[src/rtl/gray_arb_pkg.sv]
// Purpose: shared types and round-robin pick helper for the gray converter arbiter.
// Latency: n/a (types and a pure combinational function).
// Backpressure: n/a.
package gray_arb_pkg;

    typedef enum logic [1:0] {
        IDLE = 2'd0,
        CONV = 2'd1,
        RESP = 2'd2
    } arb_state_t;

    // Upper bound on requesters the pick helper can scan; callers zero-extend.
    localparam int unsigned RR_MAX_REQ = 32;
    localparam int unsigned RR_IDX_W   = 5;

    // One-hot of the first set bit of valid at or after ptr, wrapping at n_req.
    // Returns all zeros when no bit below n_req is set.
    function automatic logic [RR_MAX_REQ-1:0] rr_pick(
        input logic [RR_MAX_REQ-1:0] valid,
        input int unsigned           ptr,
        input int unsigned           n_req
    );
        logic [RR_MAX_REQ-1:0] grant;
        logic                  found;
        int unsigned           idx;
        grant = '0;
        found = 1'b0;
        for (int unsigned k = 0; k < RR_MAX_REQ; k++) begin
            if (k < n_req) begin
                idx = ptr + k;
                if (idx >= n_req) begin
                    idx = idx - n_req;
                end
                if (!found && valid[idx[RR_IDX_W-1:0]]) begin
                    grant[idx[RR_IDX_W-1:0]] = 1'b1;
                    found = 1'b1;
                end
            end
        end
        return grant;
    endfunction

endpackage

[src/rtl/gray_conv_core.sv]
// Purpose: WIDTH-wide registered binary-to-Gray stage; captures only when load=1.
// Latency: 1 cycle from load to gray_out; holds its value otherwise.
// Backpressure: none; the caller decides when to load.
// Ports: clk, rst_n (sync, active-low, clears to 0), load, bin_in, gray_out.
module gray_conv_core
    import gray_arb_pkg::*;
#(
    parameter int unsigned WIDTH = 4
) (
    input  logic             clk,
    input  logic             rst_n,
    input  logic             load,
    input  logic [WIDTH-1:0] bin_in,
    output logic [WIDTH-1:0] gray_out
);

    logic [WIDTH-1:0] gray_q;
    logic [WIDTH-1:0] gray_d;

    always_comb begin
        gray_d = gray_q;
        if (load) begin
            gray_d = bin_in ^ (bin_in >> 1);
        end
    end

    always_ff @(posedge clk) begin
        if (!rst_n) begin
            gray_q <= '0;
        end else begin
            gray_q <= gray_d;
        end
    end

    assign gray_out = gray_q;

endmodule

[src/rtl/gray_conv_arbiter.sv]
// Purpose: round-robin shares one registered binary-to-Gray converter among N_REQ requesters.
// Latency: grant at cycle T -> rsp_valid at T+2; grants are at least 3 cycles apart.
// Backpressure: rsp_ready=0 holds the response and blocks further grants until accepted.
// Ports: clk, rst_n (sync active-low); req_valid/req_data/req_ready per requester
//        (req_ready is the one-hot grant); rsp_valid/rsp_data/rsp_id/rsp_ready result port.
module gray_conv_arbiter
    import gray_arb_pkg::*;
#(
    parameter int unsigned N_REQ = 4,
    parameter int unsigned WIDTH = 4,
    parameter int unsigned ID_W  = (N_REQ > 1) ? $clog2(N_REQ) : 1
) (
    input  logic                   clk,
    input  logic                   rst_n,
    input  logic [N_REQ-1:0]       req_valid,
    input  logic [N_REQ*WIDTH-1:0] req_data,
    output logic [N_REQ-1:0]       req_ready,
    output logic                   rsp_valid,
    output logic [WIDTH-1:0]       rsp_data,
    output logic [ID_W-1:0]        rsp_id,
    input  logic                   rsp_ready
);

    arb_state_t       state_q, state_d;
    logic [ID_W-1:0]  rr_ptr_q, rr_ptr_d;
    logic [WIDTH-1:0] operand_q, operand_d;
    logic [ID_W-1:0]  id_q, id_d;
    logic             rsp_valid_q, rsp_valid_d;

    logic [RR_MAX_REQ-1:0] pick_full;
    logic [N_REQ-1:0]      grant;
    logic                  any_grant;
    logic [ID_W-1:0]       grant_idx;
    logic [WIDTH-1:0]      operand_sel;
    logic                  conv_load;

    // Arbitration: combinational from req_valid and the rotating pointer.
    always_comb begin
        pick_full   = rr_pick(RR_MAX_REQ'(req_valid), 32'(rr_ptr_q), N_REQ);
        grant       = pick_full[N_REQ-1:0];
        any_grant   = |pick_full;
        grant_idx   = '0;
        operand_sel = '0;
        for (int i = 0; i < int'(N_REQ); i++) begin
            if (grant[i]) begin
                grant_idx = ID_W'(i);
            end
            operand_sel = operand_sel | (req_data[i*WIDTH +: WIDTH] & {WIDTH{grant[i]}});
        end
    end

    // Grants only exist in IDLE and never while reset is held.
    assign req_ready = (rst_n && (state_q == IDLE)) ? grant : '0;

    always_comb begin
        state_d     = state_q;
        rr_ptr_d    = rr_ptr_q;
        operand_d   = operand_q;
        id_d        = id_q;
        rsp_valid_d = rsp_valid_q;
        case (state_q)
            IDLE: begin
                if (any_grant) begin
                    operand_d = operand_sel;
                    id_d      = grant_idx;
                    rr_ptr_d  = ID_W'((32'(grant_idx) + 32'd1) % N_REQ);
                    state_d   = CONV;
                end
            end
            CONV: begin
                // Converter captures this cycle; result is visible next cycle.
                rsp_valid_d = 1'b1;
                state_d     = RESP;
            end
            RESP: begin
                if (rsp_ready) begin
                    rsp_valid_d = 1'b0;
                    state_d     = IDLE;
                end
            end
            default: begin
                rsp_valid_d = 1'b0;
                state_d     = IDLE;
            end
        endcase
    end

    assign conv_load = (state_q == CONV);

    always_ff @(posedge clk) begin
        if (!rst_n) begin
            state_q     <= IDLE;
            rr_ptr_q    <= '0;
            operand_q   <= '0;
            id_q        <= '0;
            rsp_valid_q <= 1'b0;
        end else begin
            state_q     <= state_d;
            rr_ptr_q    <= rr_ptr_d;
            operand_q   <= operand_d;
            id_q        <= id_d;
            rsp_valid_q <= rsp_valid_d;
        end
    end

    gray_conv_core #(
        .WIDTH (WIDTH)
    ) u_core (
        .clk      (clk),
        .rst_n    (rst_n),
        .load     (conv_load),
        .bin_in   (operand_q),
        .gray_out (rsp_data)
    );

    assign rsp_valid = rsp_valid_q;
    assign rsp_id    = id_q;

endmodule
[config.mk]
export PLATFORM = sky130hd
export DESIGN_NAME = gray_conv_arbiter
export DESIGN_NICKNAME = d
export VERILOG_FILES = /design/src/rtl/gray_arb_pkg.sv /design/src/rtl/gray_conv_core.sv /design/src/rtl/gray_conv_arbiter.sv
export SDC_FILE = /design/constraint.sdc
export NUM_CORES = 1
export LEC_CHECK = 0
export ABC_CLOCK_PERIOD_IN_PS = 6800
export BUFFER_PORTS_ARGS = -buffer_cell sky130_fd_sc_hd__buf_2
export CORE_UTILIZATION = 40
export CTS_BUF_LIST = sky130_fd_sc_hd__clkbuf_16
export CTS_CLUSTER_DIAMETER = 60
export DETAILED_ROUTE_END_ITERATION = 10
export PLACE_DENSITY_LB_ADDON = 0.25
export SKIP_LAST_GASP = 1
export SLEW_MARGIN = 20
export SYNTH_ARGS = -nofsm -noshare
export SYNTH_HDL_FRONTEND = slang
export SYNTH_SLANG_ARGS = --single-unit
[constraint.sdc]
create_clock -name clk -period 6.8 [get_ports clk]
set_input_delay 1.36 -clock clk [delete_from_list [all_inputs] [get_ports clk]]
set_output_delay 1.36 -clock clk [all_outputs]
set_load 0.05 [all_outputs]
; ---- Word-level counts from Yosys, hierarchy flattened
; Index checks and enable logic that the tools add are counted.
[classes]
addsub = 8
n_mul = 0
n_div = 0
magnitude_cmp = 12
eq_ne = 4
shift = 0
muxes = 36
bitwise = 12
reduce_logical = 16
[op_table]
columns = operator, n
row1 = $mux 32, 4
row2 = $or 32x32->32, 3
row3 = $reduce_or 32->1, 1
row4 = $lt 5x6->1 const B, 4
row5 = $bmux 1 s5, 4
row6 = $demux 1 s5, 4
row7 = $ge 5x1->1 const B, 4
row8 = $mux 5, 4
row9 = $and 4x4->4, 4
row10 = $mux 1, 13
row11 = $or 4x4->4, 3
row12 = $sub 3x3->4 const B, 3
row13 = $ge 3x3->1 const B, 3
row14 = $logic_and 1x1->1, 8
row15 = $mux 2, 4
row16 = $add 2x2->3 const B, 2
row17 = $pmux 2 s3, 1
row18 = $reduce_and 2->1, 3
row19 = $mux 4, 1
row20 = $ne 2x2->1 const B, 2
row21 = $sub 2x3->4 const B, 1
row22 = $xor 4x3->4, 1
row23 = $add 2x1->3 const B, 1
row24 = $ge 2x3->1 const B, 1
row25 = other kinds (7), 9
[totals]
regBits = 15
latchBits = 0
ram_bits = 0
rom_bits = 0
input_bits = 23
n_memories = 0

; ---- Logic depth before layout (Yosys ltp)
[logic_depth]
depth_word = 18
mapped_depth = 13
mapped_depth_nobuf = 10

; ---- Modules after synthesis
; Synthesis repeated with hierarchy kept, for this count alone.
[hier_totals]
hier_cells = 148
area_unflattened_um2 = 1350.0
[by_module_without_submodules]
columns = mod, n_inst, cells_each, area_each_um2, seq_area_each_um2
row1 = gray_conv_arbiter, 1, 133, 1197.4, 220.2
row2 = gray_conv_core, 1, 15, 152.6, 80.1

; ---- Worst setup path after synthesis
; OpenSTA, ideal clock, no wires.
[synth_path]
kind = input-to-output
from = input port req_valid[3]
to = output port req_ready[1]
arrival_time_ns = 3.463
t_required_ns = 5.440
path_slack_ns = 1.977
stages = 7
n_path_buf = 2
cell_sequence = mux2_4 > and3b_1 > buf_6 > nor4_1 > a221o_1 > clkbuf_1 > nor2b_1
[synth_between]
elab_chain_cells = 13
[synth_lines]
columns = item, line_no
row1 = from (decl), gray_conv_arbiter.sv:15  ; input logic [N_REQ-1:0] req_valid,
row2 = $bmux 1 s5, gray_arb_pkg.sv:34  ; if (!found && valid[idx[RR_IDX_W-1:0]]) begin
row3 = $mux 1 (implied by the code), gray_arb_pkg.sv:34
row4 = $mux 1, gray_arb_pkg.sv:34
row5 = $logic_not 1->1, gray_arb_pkg.sv:34
row6 = $logic_and 1x1->1, gray_arb_pkg.sv:34
row7 = $mux 1, gray_arb_pkg.sv:34
row8 = $logic_not 1->1, gray_arb_pkg.sv:34
row9 = $logic_and 1x1->1, gray_arb_pkg.sv:34
row10 = $mux 1, gray_arb_pkg.sv:34
row11 = $logic_not 1->1, gray_arb_pkg.sv:34
row12 = $logic_and 1x1->1, gray_arb_pkg.sv:34
row13 = $mux 32 *, gray_arb_pkg.sv:34
row14 = $mux 4 *, gray_conv_arbiter.sv:53  ; assign req_ready = (rst_n && (state_q == IDLE)) ? grant : '0;
row15 = to (decl), gray_conv_arbiter.sv:17  ; output logic [N_REQ-1:0] req_ready,
; Mark *: on every way between the ends. The rest lies on a longest branch, timed or not. The select of a mux whose other input is x is not followed.

; ---- Final worst setup path
; Same ends and word-level chain as after synthesis.

==> impl_metrics.csv <==
group,metric,value,unit
run_status,outcome,"complete, but fails checks",
run_status,failed_checks,"design-rule violations",
floorplanning,die-area,3210,um2
routing,drtIter0Drc,35,
routing,ant_nets,0,
global_route,grt_overflow,0,
sta,final_max_slew_viol_count,0,
floorplanning,io_pins,34,
cells_and_area,drive_above_1_share,28.8,%
pwr,power.share.switching,47.8,%
pwr,pwr-share-comb,61.7,%
clock_network,tritoncts,"done",
clock_network,postCtsResizedCells,0,
routing,routed_wl,2640,um
synth,synth.top_cell.area_share,25.1,%
sta,finClkSkew,0.00145,ns
routing,drc,9,
setup_path,crit_top_cell,"buf_2",
setup_path,cp_slowest_cell,"nor4_1",
setup_path,reg2reg_depth,9,
cells_and_area,final_nets,195,
clock_network,cts_max_level,1,
synth,syn_area_per_cell,8.93,um2
global_route,grt_most_used_layer,"met2",
sta,setup_viol,0,
pwr,p_per_area,480,nW/um2
global_route,grt_pass1_vias,1083,
synth,ys_types,40,
setup_path,slowest_delay,0.50,ns
sta,tns,0,ns
sta,fin_crit_sh,69.9,%
floorplanning,coreArea,2810,um2
place,place_hpwl,2040,um
synth,async_reset_ff_share,0,%
synth,yosysTopAreaCell,"dfxtp_1",
floorplanning,die_y,56.7,um
min_path,min_from,"u_core.gray_out[0]$_SDFFE_PN0P_",
min_path,holdPathEnd,"u_core.gray_out[0]$_SDFFE_PN0P_",
setup_path,arrival,3.40,ns
global_route,met1_usage,20.1,%
setup_path,path_delay_family,"simple AND/OR/NAND/NOR gates",
clock_network,cts-buffers-inserted,3,
setup_path,r2r-start,"rr_ptr_q[0]$_SDFFE_PN0P_",
setup_path,start_kind,"input pin",
setup_path,worstPathRequired,5.44,ns
run,drv_cap,0,
clock_network,cts_hold_buf,0,
synth,synth_edf_count,0,
sta,slew_headroom,62.4,%
min_path,min_path_type,"flop to flop",
setup_path,crit_chain,"buf_2 > mux2_4 > and3b_1 > nor4_1 > a221o_1 > nor2b_1 > buf_2",
setup_path,crit_fanout,9,
synth,synth_seq_cells,15,
cells_and_area,finalNonFillerCells,194,
pwr,p_leak,0.646,nW
synth,ys_warn_count,0,
floorplanning,rows,19,
cells_and_area,layout_common_cells,"33 x buf_2, 20 x nor2_1, 15 x dfxtp_1, 8 x ha_1, 6 x a211oi_1",
synth,syn_area,1200,um2
routing,vias,1086,
cells_and_area,antenna_cells,0,
sta,worst_pin_slew,0.564,ns
cells_and_area,layout_commonest_cell,"buf_2",
global_route,antenna_found_initial,0,
place,port_buffers,33,
place,dp_cells,190,
synth,ys_top_cells_by_area,"dfxtp_1 25%, ha_1 8.4%, nor2_1 6.3%",
setup_path,ff2ff_setup_slack,3.09,ns
sta,layout_min_cycle_time,4.76,ns
floorplanning,die_w,56.7,um
global_route,met2_usage,32.1,%
clock_network,cts_buffer_depth,2,
pwr,seqPwrFrac,21.6,%
synth,ys_seq_area_share,25.1,%
cells_and_area,area_delta_synth_final,18.7,%
place,gp_congestion,0.886,
synth,synth_cells,134,
pwr,peakVddDrop,143,uV
setup_path,cp.buffers_inverters,2,
min_path,whs_path_depth,2,
setup_path,r2r_end,"rsp_id[0]$_SDFFE_PN0P_",
sta,rsz0062_at_grt,"false",
clock_network,clock_latency,0.25,ns
clock_network,clock-sinks,15,
clock_network,cts_setup_buffers,0,
global_route,grt_usage,17.8,%
routing,wl_per_cell,13.6,um
setup_path,path_class,"input pin to output pin",
pwr,clkPwrFrac,16.7,%
synth,ys.flop_type,"dfxtp_1",
clock_network,clk_pin_slew,0.05,ns
cells_and_area,fill_cells,284,
routing,dr.pass1.iters,9,
pwr,power.internal,0.356,mW
global_route,grt_first_pass_wirelength,4530,um
global_route,use_met3,2.76,%
sta,fmax,210,MHz
floorplanning,floorplan.initialDensity,42.6,%
pwr,p_sw,0.326,mW
sta,finalHoldViolCount,0,
clock_network,cts_root_buffer,"clkbuf_16",
routing,vias_per_cell,5.60,
global_route,grt_max_degree,16,
setup_path,end_kind,"output pin",
synth,synth_nets,165,
-- power by group through the flow --
stage                     registers, mW  logic, mW  clock network [mW]
final                             0.147      0.421               0.114
after global routing              0.152      0.464               0.121
after CTS                         0.147      0.420               0.116
after detailed placement          0.148      0.417                   0
after global placement            0.147      0.410                   0
after floorplan                   0.182      0.335                   0
-- worst reg2reg max path, delay by kind of cell, from the launching register on --
family	cells	cell delay, ns
adder cells (fa/ha/maj)	1	0.45
AND/OR/NAND/NOR	3	0.91
AO/OA/AOI/OAI	4	1.29
flip-flops	1	0.62
buffers and inverters	1	0.28
-- synthesized netlist by cell type (5+ instances only) --
master / instances
a211oi_1: 6
a21oi_1: 5
dfxtp_1: 15
ha_1: 8
nor2_1: 20
nor2b_1: 5
o21ai_0: 5
-- layer usage --
metal  vias to the layer above  wire [um]
met1                       485       1160
li1                        564          -
met5                         -          0
met3                         3        103
met2                        34       1350
met4                         0         31
-- per-stage QoR --
step,power (mW),hold WS [ns],area [um2],worst slack (ns),util [%]
floorplan,0.517,0.490,1200,1.98,-
global placement,0.557,0.471,1340,2.21,47.8
detailed placement,0.566,0.492,1340,2.10,47.8
CTS,0.683,0.499,1420,2.10,50.6
global route,0.737,0.521,1420,1.80,50.6
finish,0.682,0.494,1420,2.04,50.6
-- sequential cells by signal, summed over array words and instances, names as in the netlist --
| name | flops |
|---|---|
| state_q | 2 |
| operand_q | 4 |
| u_core.gray_out | 4 |
| rsp_valid | 1 |
| rsp_id | 2 |
| rr_ptr_q | 2 |
-- cell type report --
class / count / area, um2 / share of cell area [%]
multi-input cells: 107 / 821 / 57.8
inverters: 4 / 15.0 / 1.06
well taps: 31 / 38.8 / 2.73
clock buffers: 3 / 75.1 / 5.29
clock inverters: 1 / 5.00 / 0.352
flip-flops and latches: 15 / 300 / 21.1
repair buffers: 33 / 165 / 11.6
-- kinds of logic (layout without fill, tap and decap cells) --
kind of cell             count (synthesis)  after routing  synth area share [%]
multiplexers                             8              8                  10.4
AO/OA/AOI/OAI                           42             42                  28.5
AND/OR/NAND/NOR                         46             46                  19.2
adder cells (fa/ha/maj)                  8              8                  8.37
flip-flops                              15             15                  25.1
XOR/XNOR                                 3              3                  2.20
buffers and inverters                   12             41                  6.28
-- worst max-delay path by stage --
stage | from | end | slack [ns] | cells after the start
final | req_valid[3] | req_ready[1] | 2.04 | 7
after floorplan | req_valid[3] | req_ready[1] | 1.98 | 7
after global placement | req_valid[0] | req_ready[1] | 2.21 | 7
after CTS | req_valid[3] | req_ready[1] | 2.10 | 7
after global routing | rr_ptr_q[0]$_SDFFE_PN0P_ | req_ready[1] | 1.80 | 8
after detailed placement | req_valid[0] | req_ready[1] | 2.10 | 7
No activity file was read; power rests on OpenSTA's default activity.
